==> config.mk <==
export PLATFORM = sky130hd
export DESIGN_NAME = level_controller_flat
export DESIGN_NICKNAME = d
export VERILOG_FILES = /design/src/rtl/level_controller_if.sv /design/src/rtl/level_controller.sv /design/src/flat_wrapper.sv
export SDC_FILE = /design/constraint.sdc
export NUM_CORES = 1
export LEC_CHECK = 0
export BUFFER_PORTS_ARGS = -buffer_cell sky130_fd_sc_hd__buf_2
export CORE_ASPECT_RATIO = 0.6
export CORE_UTILIZATION = 45
export CTS_BUF_LIST = sky130_fd_sc_hd__clkbuf_2 sky130_fd_sc_hd__clkbuf_4 sky130_fd_sc_hd__clkbuf_8
export DETAILED_ROUTE_END_ITERATION = 7
export PLACE_DENSITY = 0.75
export SLEW_MARGIN = 20
export SYNTH_ARGS = -nofsm -noshare
export SYNTH_HDL_FRONTEND = slang
export SYNTH_SLANG_ARGS = --single-unit
==> constraint.sdc <==
create_clock -name clock -period 6.1 [get_ports clock]
set_input_delay 0.915 -clock clock [delete_from_list [all_inputs] [get_ports clock]]
set_output_delay 0.915 -clock clock [all_outputs]
set_load 0.01 [all_outputs]
==> src/rtl/level_controller_if.sv <==
// Signal bundle between the level controller and the rest of the whack-a-mole game.
// The controller sits on the master side; the player/display side uses the slave modport.
interface level_controller_if;
    logic        start;
    logic [7:0]  score;
    logic        game;
    logic [27:0] speed;
    logic [2:0]  level;
    logic [6:0]  time_left;
    logic        game_over;
    logic [7:0]  final_score;
    logic        level_up;

    modport master (
        input  start, score,
        output game, speed, level, time_left, game_over, final_score, level_up
    );

    modport slave (
        output start, score,
        input  game, speed, level, time_left, game_over, final_score, level_up
    );
endinterface

==> src/rtl/level_controller.sv <==
// Game-level FSM: round countdown, score-driven level-ups that shrink the mole window,
// and final score capture at game over. Every output comes straight from a register.
module level_controller #(
    parameter int unsigned CLK_HZ           = 50000000,
    parameter int unsigned ROUND_SECONDS    = 60,
    parameter int unsigned BASE_SPEED       = 99999999,
    parameter int unsigned SPEED_STEP       = 12500000,
    parameter int unsigned MIN_SPEED        = 24999999,
    parameter int unsigned POINTS_PER_LEVEL = 5,
    parameter int unsigned MAX_LEVEL        = 7
) (
    input logic                clock,
    input logic                reset,
    level_controller_if.master bus
);
    localparam int unsigned PW = (CLK_HZ > 1) ? $clog2(CLK_HZ) : 1;
    localparam logic [PW-1:0] PRESC_LAST   = PW'(CLK_HZ - 1);
    localparam logic [6:0]    ROUND_INIT   = 7'(ROUND_SECONDS);
    localparam logic [27:0]   SPEED_INIT   = 28'(BASE_SPEED);
    localparam logic [27:0]   SPEED_DEC    = 28'(SPEED_STEP);
    localparam logic [27:0]   SPEED_FLOOR  = 28'(MIN_SPEED);
    localparam logic [27:0]   SPEED_CLAMP  = 28'(MIN_SPEED + SPEED_STEP);
    localparam logic [8:0]    THRESH_STEP  = 9'(POINTS_PER_LEVEL);
    localparam logic [2:0]    LEVEL_TOP    = 3'(MAX_LEVEL);

    localparam logic [1:0] StIdle     = 2'd0;
    localparam logic [1:0] StPlay     = 2'd1;
    localparam logic [1:0] StLevelUp  = 2'd2;
    localparam logic [1:0] StGameOver = 2'd3;

    logic [1:0]    state_q, state_d;
    logic [PW-1:0] presc_q, presc_d;
    logic [6:0]    time_q, time_d;
    logic [2:0]    level_q, level_d;
    logic [27:0]   speed_q, speed_d;
    logic [8:0]    thresh_q, thresh_d;
    logic [7:0]    final_q, final_d;
    logic          game_q, game_d;
    logic          over_q, over_d;
    logic          lu_q, lu_d;

    logic running, tick, expire, reload;

    always_comb begin
        state_d  = state_q;
        presc_d  = presc_q;
        time_d   = time_q;
        level_d  = level_q;
        speed_d  = speed_q;
        thresh_d = thresh_q;
        final_d  = final_q;
        lu_d     = 1'b0;
        reload   = 1'b0;

        running = (state_q == StPlay) || (state_q == StLevelUp);
        tick    = running && (presc_q == PRESC_LAST);
        expire  = tick && (time_q <= 7'd1);

        case (state_q)
            StIdle: begin
                reload = 1'b1;
                if (bus.start) state_d = StPlay;
            end
            StPlay, StLevelUp: begin
                if (!bus.start) begin
                    state_d = StIdle;
                    reload  = 1'b1;
                end else begin
                    presc_d = tick ? '0 : presc_q + 1'b1;
                    if (tick) time_d = time_q - 7'd1;
                    // Expiry pre-empts both a pending increment and a fresh threshold crossing.
                    if (expire) begin
                        state_d = StGameOver;
                        final_d = bus.score;
                    end else if (state_q == StLevelUp) begin
                        state_d  = StPlay;
                        level_d  = level_q + 3'd1;
                        thresh_d = thresh_q + THRESH_STEP;
                        speed_d  = (speed_q >= SPEED_CLAMP) ? speed_q - SPEED_DEC : SPEED_FLOOR;
                        lu_d     = 1'b1;
                    end else if (({1'b0, bus.score} >= thresh_q) && (level_q < LEVEL_TOP)) begin
                        state_d = StLevelUp;
                    end
                end
            end
            StGameOver: begin
                if (!bus.start) begin
                    state_d = StIdle;
                    reload  = 1'b1;
                end
            end
            default: state_d = StIdle;
        endcase

        if (reload) begin
            presc_d  = '0;
            time_d   = ROUND_INIT;
            level_d  = 3'd1;
            speed_d  = SPEED_INIT;
            thresh_d = THRESH_STEP;
        end

        game_d = (state_d == StPlay) || (state_d == StLevelUp);
        over_d = (state_d == StGameOver);
    end

    always_ff @(posedge clock) begin
        if (reset) begin
            state_q  <= StIdle;
            presc_q  <= '0;
            time_q   <= ROUND_INIT;
            level_q  <= 3'd1;
            speed_q  <= SPEED_INIT;
            thresh_q <= THRESH_STEP;
            final_q  <= 8'd0;
            game_q   <= 1'b0;
            over_q   <= 1'b0;
            lu_q     <= 1'b0;
        end else begin
            state_q  <= state_d;
            presc_q  <= presc_d;
            time_q   <= time_d;
            level_q  <= level_d;
            speed_q  <= speed_d;
            thresh_q <= thresh_d;
            final_q  <= final_d;
            game_q   <= game_d;
            over_q   <= over_d;
            lu_q     <= lu_d;
        end
    end

    assign bus.game        = game_q;
    assign bus.speed       = speed_q;
    assign bus.level       = level_q;
    assign bus.time_left   = time_q;
    assign bus.game_over   = over_q;
    assign bus.final_score = final_q;
    assign bus.level_up    = lu_q;
endmodule

==> src/flat_wrapper.sv <==
// flat-port wrapper written by rule: the top's interface ports become plain ports
module level_controller_flat 
#(
    parameter int unsigned CLK_HZ           = 50000000,
    parameter int unsigned ROUND_SECONDS    = 60,
    parameter int unsigned BASE_SPEED       = 99999999,
    parameter int unsigned SPEED_STEP       = 12500000,
    parameter int unsigned MIN_SPEED        = 24999999,
    parameter int unsigned POINTS_PER_LEVEL = 5,
    parameter int unsigned MAX_LEVEL        = 7
)
  (clock, reset, bus_start, bus_score, bus_game, bus_speed, bus_level, bus_time_left, bus_game_over, bus_final_score, bus_level_up);
  level_controller_if bus_i ();
  input logic clock;
  input logic reset;
  input wire logic [$bits(bus_i.start)-1:0] bus_start;
  input wire logic [$bits(bus_i.score)-1:0] bus_score;
  output wire logic [$bits(bus_i.game)-1:0] bus_game;
  output wire logic [$bits(bus_i.speed)-1:0] bus_speed;
  output wire logic [$bits(bus_i.level)-1:0] bus_level;
  output wire logic [$bits(bus_i.time_left)-1:0] bus_time_left;
  output wire logic [$bits(bus_i.game_over)-1:0] bus_game_over;
  output wire logic [$bits(bus_i.final_score)-1:0] bus_final_score;
  output wire logic [$bits(bus_i.level_up)-1:0] bus_level_up;
  assign bus_i.start = bus_start;
  assign bus_i.score = bus_score;
  assign bus_game = bus_i.game;
  assign bus_speed = bus_i.speed;
  assign bus_level = bus_i.level;
  assign bus_time_left = bus_i.time_left;
  assign bus_game_over = bus_i.game_over;
  assign bus_final_score = bus_i.final_score;
  assign bus_level_up = bus_i.level_up;
  level_controller #(.CLK_HZ(CLK_HZ), .ROUND_SECONDS(ROUND_SECONDS), .BASE_SPEED(BASE_SPEED), .SPEED_STEP(SPEED_STEP), .MIN_SPEED(MIN_SPEED), .POINTS_PER_LEVEL(POINTS_PER_LEVEL), .MAX_LEVEL(MAX_LEVEL)) u_core (.clock(clock), .reset(reset), .bus(bus_i));
endmodule
==> results.sh, run 1 <==
export IMPL_relSlewSlack_pct=43.0
export IMPL_hp_start="u_core.bus.final_score[1]"
export IMPL_ys_flop_type="dfxtp_1"
export IMPL_cts_buffers=9
export IMPL_crit_chain="inv_1, ha_1, nand2_1, or4_1, nor3_1, or3b_1, xor2_1, nor2_1"
export IMPL_min_period_ns=2.89
export IMPL_dp_cells=657
export IMPL_clock_skew_ns=0.0100
export IMPL_path_clk_slew_ns=0.08
export IMPL_drive_gt1_share_pct=15.7
export IMPL_worst_ep_arrival_time_ns=3.12
export IMPL_vias=3806
export IMPL_synth_top_area_share_pct=39.1
export IMPL_synth_top_family_by_area="simple AND/OR/NAND/NOR gates"
export IMPL_syn_instance_count=504
export IMPL_io_pins=60
export IMPL_clock_tree_root_cell="clkbuf_8"
export IMPL_worstMarginPinSlew_ns=0.843
export IMPL_rsz0062_at_grt="no"
export IMPL_synth_async_reset_ratio_pct=0
export IMPL_rr_worst_depth=8
export IMPL_areaGrowthSynthToFinish_pct=12.3
export IMPL_cts_path_max_buffers=2
export IMPL_fin_ws_ns=3.21
export IMPL_reg2reg_to="u_core.presc_q[25]"
export IMPL_synth_cell_types=57
export IMPL_placement_cell_area_sq_um=4540
export IMPL_synth_warnings=0
export IMPL_place_gp_congestion=0.911
export IMPL_finalNonFillerCells=673
export IMPL_grt_max_degree=27
export IMPL_reg2reg_slack_ns=3.21
export IMPL_synth_xor_area_share_pct=7.92
export IMPL_yosys_area_top_type="dfxtp_1"
export IMPL_grt_ovfl_total=0
export IMPL_drc=0
export IMPL_hold_class="register to register"
export IMPL_cts_hold_buf=0
export IMPL_postLayoutCellArea_sq_um=4720
export IMPL_crit_fanout=7
export IMPL_tritoncts="done"
export IMPL_cts_resized=0
export IMPL_hold_end="u_core.bus.final_score[1]"
export IMPL_cellPowerDensity_nw_per_um2=198
export IMPL_grt_usage_pct=22.6
export IMPL_startpoint_type="register"
export IMPL_num_rows=26
export IMPL_cp_data_required_time_ns=6.34
export IMPL_criticalPathCategory="register to register"
export IMPL_yosys_area_share_simple_pct=26.5
export IMPL_setup_viol=0
export IMPL_yosysSeqAreaShare_pct=39.1
export IMPL_ys_seq_elements=82
export IMPL_postRouteAntennaNets=0
export IMPL_peakVddDrop_mv=0.107
export IMPL_dieArea_sq_um=9740
export IMPL_cts_num_sinks=82
export IMPL_nets=586
export IMPL_r2r_start="u_core.state_q[1]"
export IMPL_coreArea_sq_um=8780
export IMPL_power_leakage_nw=1.71
export IMPL_die_y_um=76.8
export IMPL_wl_per_cell_um=15.4
export IMPL_hold_viol_final=0
export IMPL_synthAdderAreaFrac_pct=5.66
export IMPL_dp_final_hpwl_um=7410
export IMPL_drt_pass1_iter_count=5
export IMPL_final_cell_mix="82 x dfxtp_1, 67 x nor2_1, 59 x buf_2"
export IMPL_ff_latch_area_sq_um=1640
export IMPL_die_x_um=127
export IMPL_start_util_pct=47.8
export IMPL_port_buffers=59
export IMPL_status="finished clean"
export IMPL_holdPathStages=2
export IMPL_htreeDepth=3
export IMPL_synth_net_count=534
export IMPL_multi_input_area_sq_um=2370
export IMPL_synth_area_sq_um=4200
export IMPL_clock_latency_ns=0.37
export IMPL_pre_cts_ws_ns=3.15
export IMPL_fillers=843
export IMPL_cp_slowest_stage_delay_ns=0.70
export IMPL_cp_slowest_cell="or4_1"
export IMPL_endpoint_kind="register"
export IMPL_fmax_mhz=347
export IMPL_diodes=0
export IMPL_synth_compound_area_share_pct=14.4
export IMPL_drv_slew=0
export IMPL_synthMuxAreaShare_pct=1.91
export IMPL_layout_cells_most_common="dfxtp_1"
export IMPL_finalWirelength_um=10400
export IMPL_min_period_over_period_pct=47.3
export IMPL_grt_pass1_vias=3558
export IMPL_synth_edff_count=0
export IMPL_cts_setup_buffers=0
export IMPL_grt_pass1_wl_um=17400
export IMPL_cap_violations=0
export IMPL_via_per_inst=5.66
export IMPL_ys_top_cells_by_area="dfxtp_1 39%, nor2_1 6.0%, ha_1 5.7%"
export IMPL_fin_setup_tns_ns=0
export IMPL_syn_area_per_cell_sq_um=8.34
export IMPL_antenna_found_initial=0
export IMPL_drtIter0Drc=300
==> stage by stage <==
step           power, mW  utilization (%)  hold slack [ns]
2_1_floorplan      0.579                -            0.466
3_3_place_gp       0.590             51.7            0.471
3_5_place_dp       0.592             51.7            0.474
4_1_cts            0.944             53.7            0.495
5_1_grt            0.975             53.7            0.506
6_report           0.936             53.7            0.488
==> kinds of logic after synthesis <==
family | Yosys count
buffers and inverters | 42
AOI/OAI and AO/OA | 97
xor gates and xnor gates | 38
and+or+nand+nor | 218
muxes | 8
adders and majority gates | 19
DFF | 82
==> registers in the layout, indices dropped and copies added (netlist names), 2 cells and up <==
signal	flops
u_core.bus.time_left	7
u_core.state_q	2
u_core.presc_q	26
u_core.thresh_q	9
u_core.bus.level	3
u_core.bus.final_score	8
u_core.bus.speed	24
==> power by group <==
group / switching [mW] / internal, mW
sequential: 0.00118 / 0.537
combinational: 0.0280 / 0.0146
clock: 0.201 / 0.155
total: 0.230 / 0.706
==> routing by layer <==
metal	global-route usage (%)	share of wire, %	up-vias
li1	-	-	1888
met1	31.1	51	1780
met2	33.9	42	125
met3	6.14	5.8	13
met4	7.62	1.6	0
met5	0	0	-
==> worst max path at each step <==
stage | startpoint | to | slack, ns | depth (start not counted)
4_1_cts | u_core.state_q[1] | u_core.bus.speed[18] | 3.25 | 8
2_1_floorplan | bus_start | u_core.presc_q[25] | 3.37 | 8
5_1_grt | u_core.state_q[1] | u_core.presc_q[6] | 2.95 | 7
3_3_place_gp | bus_start | u_core.presc_q[25] | 3.23 | 7
6_report | u_core.state_q[1] | u_core.presc_q[25] | 3.21 | 8
3_5_place_dp | bus_start | u_core.presc_q[25] | 3.15 | 7
==> worst max-delay path: cells and delay by family, from the launching register on <==
family,cells,cell delay [ns]
AND/OR/NAND/NOR,5,1.64
buffers and inverters,1,0.11
XOR/XNOR,1,0.14
adder cells (fa/ha/maj),1,0.40
flip-flops,1,0.46
==> cells in the mapped netlist (all sizes together) (2+ instances only) <==
cell,n
xor2,16
and2,2
a21o,4
nand4,13
o211ai,6
a31o,2
dfxtp,82
nand2,47
nor3b,2
nor2b,4
nor3,18
ha,19
nand3,11
a31oi,5
clkbuf,9
o311ai,4
buf,11
or4,4
a211oi,2
nor4b,5
o21ai,26
nor2,69
and3,9
nor4,11
o21a,4
mux2i,8
and4,3
or3,12
a311oi,2
o31ai,3
xnor2,22
inv,22
nand2b,3
a21oi,30
==> layout make-up <==
type	instances	area share, %
Inverter	22	1.75
Clock inverter	6	0.689
Tap cell	112	2.97
Timing Repair Buffer	61	6.57
Clock buffer	10	2.92
Sequential cell	82	34.8
Multi-Input combinational cell	380	50.3
No activity file was read; power rests on OpenSTA's default activity.
==> run 2, diff against run 1 <==
==> constraint.sdc (replaced) <==
create_clock -name clock -period 2.7 [get_ports clock]
set_input_delay 0.405 -clock clock [delete_from_list [all_inputs] [get_ports clock]]
set_output_delay 0.405 -clock clock [all_outputs]
set_load 0.01 [all_outputs]
==> results.sh, run 2 (synthesis gave the netlist of run 1 again) <==
export IMPL_endpoint_kind="register"
export IMPL_crit_fanout=6
export IMPL_io_pins=60
export IMPL_diodes=0
export IMPL_min_period_over_period_pct=95.4
export IMPL_status="finished clean"
export IMPL_coreArea_sq_um=8780
export IMPL_path_clk_slew_ns=0.08
export IMPL_num_rows=26
export IMPL_power_leakage_nw=1.80
export IMPL_worstMarginPinSlew_ns=0.742
export IMPL_reg2reg_to="u_core.presc_q[19]"
export IMPL_die_y_um=76.8
export IMPL_grt_usage_pct=21.9
export IMPL_rsz0062_at_grt="no"
export IMPL_nets=598
export IMPL_post_route_util_pct=55.5
export IMPL_clock_skew_ns=0.00471
export IMPL_port_buffers=59
export IMPL_relSlewSlack_pct=50.5
export IMPL_criticalPathCategory="register to register"
export IMPL_layout_cells_most_common="dfxtp_1"
export IMPL_htreeDepth=3
export IMPL_worst_ep_arrival_time_ns=2.83
export IMPL_largest_register_ff_count=26
export IMPL_cp_slowest_stage_delay_ns=0.62
export IMPL_grt_ovfl_total=0
export IMPL_setup_viol=0
export IMPL_vias=3925
export IMPL_whs_ns=0.302
export IMPL_crit_chain="inv_1, ha_1, nand2_1, or4_1, buf_4, nor3_1, nand4_1, xor2_1, nor2_1"
export IMPL_clock_latency_ns=0.36
export IMPL_hold_viol_final=0
export IMPL_postRouteAntennaNets=0
export IMPL_areaGrowthSynthToFinish_pct=15.9
export IMPL_cts_num_sinks=82
export IMPL_min_period_ns=2.57
export IMPL_grt_max_degree=25
export IMPL_dieArea_sq_um=9740
export IMPL_wl_per_cell_um=15.2
export IMPL_cts_buffers=9
export IMPL_dp_final_hpwl_um=7580
export IMPL_via_per_inst=5.73
export IMPL_fmax_mhz=388
export IMPL_grt_pass1_vias=3440
export IMPL_cap_violations=0
export IMPL_drv_slew=0
export IMPL_start_util_pct=47.8
export IMPL_top_register="u_core.presc_q"
export IMPL_reg2reg_slack_ns=0.13
export IMPL_drive_gt1_share_pct=17.8
export IMPL_p_total_mw=2.17
export IMPL_fin_setup_tns_ns=0
export IMPL_die_x_um=127
export IMPL_rr_worst_depth=9
export IMPL_final_cell_mix="82 x dfxtp_1, 67 x nor2_1, 59 x buf_2"
export IMPL_drt_pass1_iter_count=5
export IMPL_r2r_start="u_core.state_q[1]"
export IMPL_finalWirelength_um=10400
export IMPL_peakVddDrop_mv=0.241
export IMPL_crit_end="u_core.presc_q[19]"
export IMPL_tritoncts="done"
export IMPL_cts_hold_buf=0
export IMPL_cts_path_max_buffers=2
export IMPL_antenna_found_initial=0
export IMPL_hold_class="input pin to register"
export IMPL_drtIter0Drc=428
export IMPL_cp_slowest_cell="or4_1"
export IMPL_cellPowerDensity_nw_per_um2=446
export IMPL_startpoint_type="register"
export IMPL_fillers=792
export IMPL_drc=0
export IMPL_clock_tree_root_cell="clkbuf_8"
export IMPL_cp_data_required_time_ns=2.96
export IMPL_cp_startpoint="u_core.state_q[1]"
export IMPL_grt_pass1_wl_um=16800
export IMPL_place_gp_congestion=0.867
## run 2: layout make-up
class	count	area (sq um)	area share, %
inverters	22	82.6	1.70
clock inverters	2	10.0	0.205
repair buffers	73	425	8.73
well taps	112	140	2.88
multi-input cells	380	2390	49.1
flip-flops and latches	82	1640	33.7
clock buffers	14	180	3.70
## run 2: metrics by stage
step / instances / worst slack [ns] / instance area (sq um)
finish: 685 / 0.125 / 4870
global route: 685 / 0.00790 / 4870
floorplan: 504 / 0.187 / 4200
CTS: 684 / 0.0446 / 4830
detailed placement: 668 / 0.0595 / 4640
global placement: 668 / 0.0793 / 4640
## run 2: what timing repair did
action,in CTS,in global routing
gates resized for setup,0,4
buffers inserted,0,1
setup endpoints to repair,0,13
## run 2: worst max-delay path, delay by kind of cell, from the launching register on
kind,cells,cell delay [ns]
xor+xnor,1,0.16
fa+ha+maj,1,0.38
buf+inv,2,0.29
simple gates,5,1.20
flops,1,0.45
## run 2: power by group
| group | total (mW) | switching (mW) | leakage (nW) | internal (mW) |
|---|---|---|---|---|
| registers | 1.22 | 0.00268 | 0.661 | 1.21 |
| clock network | 0.859 | 0.431 | 0.103 | 0.428 |
| logic | 0.100 | 0.0638 | 1.04 | 0.0364 |
## run 2: worst min-delay path by stage
stage                              startpoint                         to  cells after the start
CTS                              bus_score[0]  u_core.bus.final_score[0]                      3
detailed placement  u_core.bus.final_score[0]  u_core.bus.final_score[0]                      2
global route                     bus_score[0]  u_core.bus.final_score[0]                      3
floorplan                  u_core.thresh_q[1]         u_core.thresh_q[1]                      2
global placement    u_core.bus.final_score[1]  u_core.bus.final_score[1]                      2
finish                           bus_score[0]  u_core.bus.final_score[0]                      3
## run 2: routing by layer
layer	wire length (um)	track usage, %	vias up
met5	0	0	-
met1	5170	31.4	1830
met2	4370	30.8	159
li1	-	-	1917
met3	750	6.63	19
met4	131	7.50	0
==> run 3, diff against run 2 <==
--- a/config.mk
+++ b/config.mk
@@ -5,6 +5,7 @@
 export SDC_FILE = /design/constraint.sdc
 export NUM_CORES = 1
 export LEC_CHECK = 0
+export ABC_AREA = 1
 export BUFFER_PORTS_ARGS = -buffer_cell sky130_fd_sc_hd__buf_2
 export CORE_ASPECT_RATIO = 0.6
 export CORE_UTILIZATION = 45
==> results.sh, run 3 <==
export IMPL_min_period_over_period_pct=90.7
export IMPL_synth_edff_count=0
export IMPL_finalWirelength_um=11400
export IMPL_cts_num_sinks=82
export IMPL_cap_violations=0
export IMPL_grt_ovfl_total=0
export IMPL_nets=773
export IMPL_relSlewSlack_pct=65.3
export IMPL_top_register="u_core.presc_q"
export IMPL_wl_per_cell_um=12.9
export IMPL_reg2reg_slack_ns=0.25
export IMPL_place_gp_congestion=0.943
export IMPL_drtIter0Drc=495
export IMPL_antenna_found_initial=0
export IMPL_peakVddDrop_mv=0.315
export IMPL_io_pins=60
export IMPL_vias=4541
export IMPL_cts_hold_buf=0
export IMPL_syn_instance_count=687
export IMPL_setup_viol=0
export IMPL_cts_resized=0
export IMPL_ys_flop_type="dfxtp_1"
export IMPL_drive_gt1_share_pct=15.8
export IMPL_grt_pass1_wl_um=18800
export IMPL_clock_tree_root_cell="clkbuf_8"
export IMPL_dieArea_sq_um=10900
export IMPL_synth_top_area_share_pct=35.0
export IMPL_drv_slew=0
export IMPL_ff_latch_area_sq_um=1640
export IMPL_path_clk_slew_ns=0.09
export IMPL_layout_cells_most_common="nand2_1"
export IMPL_grt_pass1_vias=3975
export IMPL_areaGrowthSynthToFinish_pct=12.8
export IMPL_multi_input_area_sq_um=2570
export IMPL_via_per_inst=5.14
export IMPL_netlist_top_cells_count="164 x nand2_1, 90 x nor2_1, 86 x inv_1"
export IMPL_min_period_ns=2.45
export IMPL_diodes=0
export IMPL_cts_buffers=9
export IMPL_status="finished clean"
export IMPL_synth_area_sq_um=4690
export IMPL_port_buffers=59
export IMPL_crit_fanout=31
export IMPL_power_leakage_nw=2.39
export IMPL_largest_register_ff_count=26
export IMPL_coreArea_sq_um=9980
export IMPL_die_x_um=134
export IMPL_fin_ws_ns=0.251
export IMPL_worst_ep_arrival_time_ns=2.72
export IMPL_tritoncts="done"
export IMPL_hold_class="input pin to register"
export IMPL_start_util_pct=47.0
export IMPL_cts_setup_buffers=0
export IMPL_cellPowerDensity_nw_per_um2=560
export IMPL_grt_max_degree=32
export IMPL_ys_top_cells_by_area="dfxtp_1 35%, nand2_1 13%, nor2_1 7.2%"
export IMPL_criticalPathCategory="register to register"
export IMPL_yosysSeqAreaShare_pct=35.0
export IMPL_cp_data_required_time_ns=2.97
export IMPL_rsz0062_at_grt="no"
export IMPL_whs_ns=0.270
export IMPL_syn_area_per_cell_sq_um=6.83
export IMPL_ys_seq_elements=82
export IMPL_worstMarginPinSlew_ns=0.520
export IMPL_synth_warnings=0
export IMPL_yosys_area_top_type="dfxtp_1"
export IMPL_final_cell_mix="164 x nand2_1, 90 x nor2_1, 86 x inv_1"
export IMPL_cts_path_max_buffers=2
export IMPL_num_rows=28
export IMPL_startpoint_type="register"
export IMPL_drt_pass1_iter_count=6
export IMPL_fmax_mhz=408
export IMPL_dp_final_hpwl_um=8750
export IMPL_htreeDepth=3
export IMPL_rr_worst_depth=13
export IMPL_postRouteAntennaNets=0
export IMPL_synth_async_reset_ratio_pct=0
export IMPL_yosysMostFrequentCell="nand2_1"
export IMPL_pre_cts_ws_ns=0.285
export IMPL_fillers=973
export IMPL_endpoint_kind="register"
export IMPL_synth_cell_types=43
export IMPL_die_y_um=81.1
export IMPL_hold_viol_final=0
export IMPL_synth_net_count=717
export IMPL_grt_usage_pct=22.1
export IMPL_clock_latency_ns=0.37
export IMPL_drc=0
export IMPL_clock_skew_ns=0.0130
export IMPL_holdPathStages=3
export IMPL_fin_setup_tns_ns=0
## run 3: cell types whose count changed in the layout (fill, tap and decap cells not counted), moves of 6 or more
cell / delta
buf_4: -9
nand2_1: +118
nand2_2: +7
inv_2: +6
nor2_1: +23
xnor2_1: -20
o21ai_0: +9
mux2i_1: -8
nand3_1: +34
and3_1: -7
or3_1: -11
inv_1: +64
## run 3: kinds of logic after synthesis
logic type	count (synthesis)	synth area share, %
and+or+nand+nor	371	36.6
buffers and inverters	112	10.2
DFF	82	35.0
AOI/OAI and AO/OA	81	9.09
adders and majority gates	19	5.07
xor gates and xnor gates	22	4.11
## run 3: power breakdown
part | switching, mW | total (mW) | internal [mW]
sequential | 0.0437 | 1.29 | 1.25
combinational | 0.461 | 0.657 | 0.196
clock | 0.485 | 1.01 | 0.530
## run 3: metrics by stage
| step | area [sq um] | cells | util (%) | total power [mW] |
|---|---|---|---|---|
| 6_report | 5290 | 883 | 53.0 | 2.96 |
| 5_1_grt | 5290 | 883 | 53.0 | 3.13 |
| 4_1_cts | 5290 | 883 | 53.0 | 2.98 |
| 3_5_place_dp | 5070 | 867 | 50.8 | 1.97 |
| 3_3_place_gp | 5070 | 867 | 50.8 | 1.95 |
| 2_1_floorplan | 4690 | 687 | - | 1.83 |
## run 3: layout make-up
type	count	share of cell area [%]
inverter	95	6.88
multi-input combinational	493	48.6
tap	135	3.19
sequential	82	31.0
clock inverter	7	1.94
timing repair buffer	62	6.00
clock buffer	9	2.34
## run 3: path summary, 6_finish.rpt
path / start / to
worst max-delay path: u_core.state_q[1] / u_core.bus.speed[5]
worst min-delay path: bus_score[7] / u_core.bus.final_score[7]
worst max register to register: u_core.state_q[1] / u_core.bus.speed[5]
worst min register to register: u_core.presc_q[8] / u_core.presc_q[8]
## run 3: per-layer routing
layer / wire length (um) / up-vias / global-route usage, % / part of all wire [%]
met5: 0 / - / 0 / 0
met4: 114 / 0 / 6.48 / 1.0
met3: 863 / 11 / 5.68 / 7.6
met2: 4620 / 178 / 32.2 / 41
met1: 5780 / 2043 / 31.6 / 51
li1: - / 2309 / - / -
## run 3: critical path, stage by stage (launching register included)
cell and delay (ns):
dfxtp_1 0.46, inv_1 0.10, ha_1 0.37, nand2_1 0.07
nor2_1 0.09, nand2_1 0.06, nor2_2 0.13, nand3_2 0.14
nand2_2 0.18, inv_2 0.24, nand2_2 0.19, nand2_4 0.09
inv_4 0.11, o21ai_0 0.09
